## src/rtl/tdc_pkg.sv

```systemverilog
// Shared TDC result types and default widths, common to the read controller
// and the result buffer.
package tdc_pkg;
    localparam int TDC_ADDR_W = 4;
    localparam int TDC_DATA_W = 28;
    localparam int TDC_DEPTH  = 16;
    localparam int TDC_CNT_W  = 8;

    typedef struct packed {
        logic [TDC_ADDR_W-1:0] addr;
        logic [TDC_DATA_W-1:0] data;
    } tdc_result_t;
endpackage

```

## src/rtl/tdc_result_fifo_mem.sv

```systemverilog
// Register-array storage for the result FIFO.
// It has one synchronous write port and one combinational read port.
module tdc_result_fifo_mem #(
    parameter int DEPTH = 16,
    parameter int WIDTH = 32
) (
    input  logic                     clk,
    input  logic                     we,
    input  logic [$clog2(DEPTH)-1:0] waddr,
    input  logic [WIDTH-1:0]         wdata,
    input  logic [$clog2(DEPTH)-1:0] raddr,
    output logic [WIDTH-1:0]         rdata
);
    logic [WIDTH-1:0] mem [DEPTH];

    always_ff @(posedge clk) begin
        if (we) mem[waddr] <= wdata;
    end

    assign rdata = mem[raddr];
endmodule

```

## src/rtl/tdc_result_buffer.sv

```systemverilog
// Masked first-word-fall-through FIFO for TDC results.
// A full FIFO drops new results and counts them, so it never stalls the read controller.
module tdc_result_buffer
    import tdc_pkg::*;
#(
    parameter int ADDR_W = TDC_ADDR_W,
    parameter int DATA_W = TDC_DATA_W,
    parameter int DEPTH  = TDC_DEPTH,
    parameter int CNT_W  = TDC_CNT_W
) (
    input  logic                     clk,
    input  logic                     reset,
    input  logic                     in_valid,
    input  logic [ADDR_W-1:0]        in_addr,
    input  logic [DATA_W-1:0]        in_data,
    input  logic [2**ADDR_W-1:0]     chan_en,
    input  logic                     clear,
    output logic                     out_valid,
    input  logic                     out_ready,
    output logic [ADDR_W-1:0]        out_addr,
    output logic [DATA_W-1:0]        out_data,
    output logic [$clog2(DEPTH):0]   level,
    output logic                     full,
    output logic [CNT_W-1:0]         drop_cnt
);
    localparam int PTR_W = $clog2(DEPTH);
    localparam int ENT_W = ADDR_W + DATA_W;

    logic [PTR_W-1:0] wr_ptr, rd_ptr;
    logic             run;
    logic             push_req, pop, push_ok, drop;
    logic [ENT_W-1:0] head;

    // The first edge after reset release only arms the block.
    // It accepts no traffic, so release is effectively synchronous.
    always_ff @(posedge clk or posedge reset) begin
        if (reset) run <= 1'b0;
        else       run <= 1'b1;
    end

    assign out_valid = (level != '0);
    assign full      = (level == (PTR_W+1)'(DEPTH));
    assign push_req  = run & in_valid & chan_en[in_addr];
    assign pop       = run & out_valid & out_ready;
    assign push_ok   = push_req & (~full | pop);
    assign drop      = push_req & full & ~pop;

    always_ff @(posedge clk or posedge reset) begin
        if (reset) begin
            wr_ptr   <= '0;
            rd_ptr   <= '0;
            level    <= '0;
            drop_cnt <= '0;
        end else if (clear) begin
            wr_ptr   <= '0;
            rd_ptr   <= '0;
            level    <= '0;
            drop_cnt <= '0;
        end else begin
            if (push_ok) wr_ptr <= wr_ptr + 1'b1;
            if (pop)     rd_ptr <= rd_ptr + 1'b1;
            case ({push_ok, pop})
                2'b10:   level <= level + 1'b1;
                2'b01:   level <= level - 1'b1;
                default: level <= level;
            endcase
            if (drop && drop_cnt != '1) drop_cnt <= drop_cnt + 1'b1;
        end
    end

    tdc_result_fifo_mem #(.DEPTH(DEPTH), .WIDTH(ENT_W)) u_mem (
        .clk   (clk),
        .we    (push_ok & ~clear),
        .waddr (wr_ptr),
        .wdata ({in_addr, in_data}),
        .raddr (rd_ptr),
        .rdata (head)
    );

    // Stale storage stays hidden while the FIFO is empty.
    assign out_addr = out_valid ? head[ENT_W-1:DATA_W] : '0;
    assign out_data = out_valid ? head[DATA_W-1:0]     : '0;
endmodule

```

## config.mk

```make
export PLATFORM = sky130hd
export DESIGN_NAME = tdc_result_buffer
export DESIGN_NICKNAME = d
export VERILOG_FILES = /design/src/rtl/tdc_pkg.sv /design/src/rtl/tdc_result_fifo_mem.sv /design/src/rtl/tdc_result_buffer.sv
export SDC_FILE = /design/constraint.sdc
export NUM_CORES = 1
export LEC_CHECK = 0
export ABC_CLOCK_PERIOD_IN_PS = 4850
export CAP_MARGIN = 20
export CORE_MARGIN = 1
export CORE_UTILIZATION = 25
export DETAILED_ROUTE_END_ITERATION = 10
export PLACE_DENSITY_LB_ADDON = 0.05
export SYNTH_ARGS = -nofsm -noshare
export SYNTH_HDL_FRONTEND = slang
export SYNTH_HIERARCHICAL = 1
export SYNTH_SLANG_ARGS = --single-unit
```

## constraint.sdc

```tcl
create_clock -name clk -period 4.85 [get_ports clk]
set_clock_uncertainty 0.15 [all_clocks]
set_input_delay 0.485 -clock clk [delete_from_list [all_inputs] [get_ports clk]]
set_output_delay 0.485 -clock clk [all_outputs]
set_load 0.01 [all_outputs]
```

==> summary.txt, run 1 <==
Pwr
  • Sw frac: 22.2%
  • Clk pwr share: 42.5%
  • Leakage Power: between 0.007 and 0.008 uW
  • PwrDens: 400 mW/mm2
  • Worst VDD drop: 0.264 mV
  • Psw: 2270 uW
  • Pint: approximately 7900 uW
  • Combinational power share: 7.6%
  • Seq pwr share: roughly 50%

Setup path
  • Crit-path max cell delay: slightly below 0.8 ns
  • Critical register-to-register path startpoint: run
  • CP Max Fanout: 25
  • Crit-path slowest cell: dfrtp_4
  • CP endpoint: out_data[1]
  • Crit-path cells: buf_12 -> mux4_2 -> a22oi_1 -> nand2_1 -> nor2b_1 -> clkdlybuf4s50_1
  • Worst EP arrival: 3.62 ns
  • FF-to-FF End: u_mem/mem[2][30]
  • WS Path Type: register to output port
  • R2r setup slk: 1.75 ns
  • Start point of the critical path: rd_ptr[0]
  • R2R depth: 8
  • Critical path depth: 6
  • Worst Setup End Kind: output port
  • Buf+Inv Stages, Crit Path: 2
  • Top Family by Delay on Critical Path: buffers and inverters
  • Worst EP required: ~4.2 ns
  • Worst setup SP type: register

Logic synthesis
  • Yosys cell types: 41
  • Post-synth top area share: 73.7%
  • Area leader, netlist: edfxtp_1
  • Ys flop type: edfxtp_1
  • Post-synthesis net count: 1054
  • Yosys reg bits: 534
  • Cell count after synthesis: ~1000
  • Post-Syn Area: 0.0208 mm2
  • Top post-synthesis cells by area: edfxtp_1 (74%), mux4_2 (14%), dfrtp_1 (2.6%)
  • Ys async rst share: a little over 4%
  • Post-synth EDFFs: 512
  • Post-Syn Area per Cell: 21.0 um2
  • Post-synthesis sequential area ratio: 76.4%
  • YS warnings: 6

STA
  • Unrepaired setup endpoints after global routing: false
  • Tmin final: 4.25 ns
  • Fmax: about 0.24 GHz
  • Slew @ Worst Pin: 0.984 ns
  • Endpoints failing setup: 0
  • Final Cycle Share: 87.7%
  • Slew HR: 34.4%
  • Final WS setup: 0.596 ns
  • Slew Viols, Final: 0
  • Final Hold Fails: 0
  • Setup Total Neg Slack: 0 ns

Clocking
  • Post-CTS Hold Buffers: 0
  • H-tree lvl count: 2
  • Clock sinks: approximately 530
  • Inserted Clock Buffers: 61
  • CTS resizes: 0
  • CTS clock-pin slew for the worst setup and hold paths: about 0.060 ns
  • Root Buffer: clkbuf_16
  • Postcts setup bufs: 0
  • Clk_lat worst skew: between 0.6 and 0.7 ns
  • CTS tree: yes
  • CTS Buffer Depth: 3

Finish
  • Syn-to-layout area delta: 22.3%
  • Filler instances: 8002
  • Antenna Diode Count: 0
  • Commonest cells after routing, fill and taps aside: edfxtp_1 (512), mux4_2 (128), clkdlybuf4s50_1 (99)
  • Sequential cell area: 0.0159 mm2
  • Nets: 1217
  • Ratio of cells with drive above 1 in the final layout: 24.8%
  • Area of the multi-input gates: 0.00476 mm2
  • Commonest non-fill, non-tap cell in the layout: edfxtp_1

Global route
  • Grt total ovfl: 0
  • Initial antenna violation count: 1
  • Largest net degree at the start of global routing: 34
  • GRT Overall Usage: 13.7%
  • First-pass GRT wire length: 82800 um
  • Number of global-route vias before repair: approximately 11000

Detailed routing
  • Drt drc: 0
  • DR pass1 iterations: 7
  • Detailed-route via count: between 10000 and 15000
  • Drt via density: 4.46
  • Drt wl/cell: 25.3 um
  • Post-DRT Antenna Nets: 0
  • Routed WL: about 57000 um
  • Iter 0 DRT Violations: roughly 700

Placed design
  • DP Wirelength: 34800 um
  • GP Congestion: 0.698
  • Port-buffer cells: 99
  • Pre-CTS WS: 0.543 ns

Job
  • Max Cap Viol: 0

Die
  • Initial Utilization: 25.4%
  • Die Wd: 291 um
  • Placement Rows: approximately 110
  • Ports: 100
  • Core box area: 0.0822 mm2
  • Die H: 291 um
  • Die area: 0.0846 mm2

Min path
  • Worst hold path class: primary input to asynchronous set/reset pin

Status
  • Status: finished clean
[state kept, by name, summed over array words and instances (netlist names)]
signal and flops:
u_mem/mem 512, drop_cnt 8, level 5, rd_ptr 4
wr_ptr 4, run 1
[cells in the mapped netlist, types with 7 or more instances]
cell type,instances
mux4_2,128
nor2_1,33
clkbuf_1,23
inv_1,7
nand3_1,11
buf_4,12
dfrtp_1,22
a22oi_1,67
edfxtp_1,512
buf_1,9
nand2_1,41
a21oi_1,13
nor2b_1,42
mux2i_1,10
[routing by layer]
layer | GRT usage [%] | up-vias | part of all wire [%]
met4 | 3.08 | 0 | 1.6
met1 | 18.8 | 5437 | 46
met3 | 2.56 | 62 | 4.3
met5 | 0 | - | 0
li1 | - | 4446 | -
met2 | 22.3 | 197 | 48
[power by group through the flow]
stage / registers [uW] / clock network [uW] / logic (uW)
floorplan: 5180 / 0 / 411
global placement: 5200 / 0 / 813
detailed placement: 5200 / 0 / 810
CTS: 5110 / 4490 / 812
global route: 5110 / 4650 / 851
finish: 5100 / 4340 / 774
[kinds of logic (layout without fill, tap and decap cells)]
family	after synthesis	in the layout	synth area share, %
AO/OA/AOI/OAI	92	92	3.19
XOR/XNOR	7	7	0.294
adder cells (fa/ha/maj)	7	7	0.456
buffers and inverters	59	269	1.45
flip-flops	534	534	76.4
multiplexers	144	144	14.6
other	1	1	0.0180
AND/OR/NAND/NOR	150	150	3.59
[through the flow]
stage	power (uW)	std cells	hold slack [ns]	util, %	area, um2
2_1_floorplan	5590	994	0.324	-	20900
3_3_place_gp	6020	2164	0.417	28.7	23600
3_5_place_dp	6010	2164	0.423	28.7	23600
4_1_cts	10400	2274	0.263	31.0	25500
5_1_grt	10600	2274	0.310	31.0	25500
6_report	10200	2274	0.248	31.0	25500
[worst min path at each step]
| stage | start | slack, ns | end | depth (start not counted) |
|---|---|---|---|---|
| floorplan | reset | 0.32 | drop_cnt[0] | 1 |
| global placement | drop_cnt[1] | 0.42 | drop_cnt[1] | 2 |
| detailed placement | drop_cnt[1] | 0.42 | drop_cnt[1] | 2 |
| CTS | reset | 0.26 | drop_cnt[5] | 2 |
| global route | reset | 0.31 | drop_cnt[5] | 2 |
| finish | reset | 0.25 | drop_cnt[5] | 2 |
[final cells by class]
| cell class | count | share of cell area [%] |
|---|---|---|
| clock inverters | 28 | 0.790 |
| multi-input cells | 401 | 18.7 |
| repair buffers | 152 | 6.18 |
| inverters | 7 | 0.103 |
| clock buffers | 82 | 6.53 |
| well taps | 1070 | 5.25 |
| flip-flops and latches | 534 | 62.5 |
Power figures use the tool's default switching activity.
==> run 2, diff against run 1 <==
--- a/config.mk
+++ b/config.mk
@@ -15,3 +15,4 @@
 export SYNTH_HDL_FRONTEND = slang
 export SYNTH_HIERARCHICAL = 1
 export SYNTH_SLANG_ARGS = --single-unit
+export TNS_END_PERCENT = 20
==> results of run 2 <==
Same layout as run 1: the final DEF is identical, and so are final timing and power.
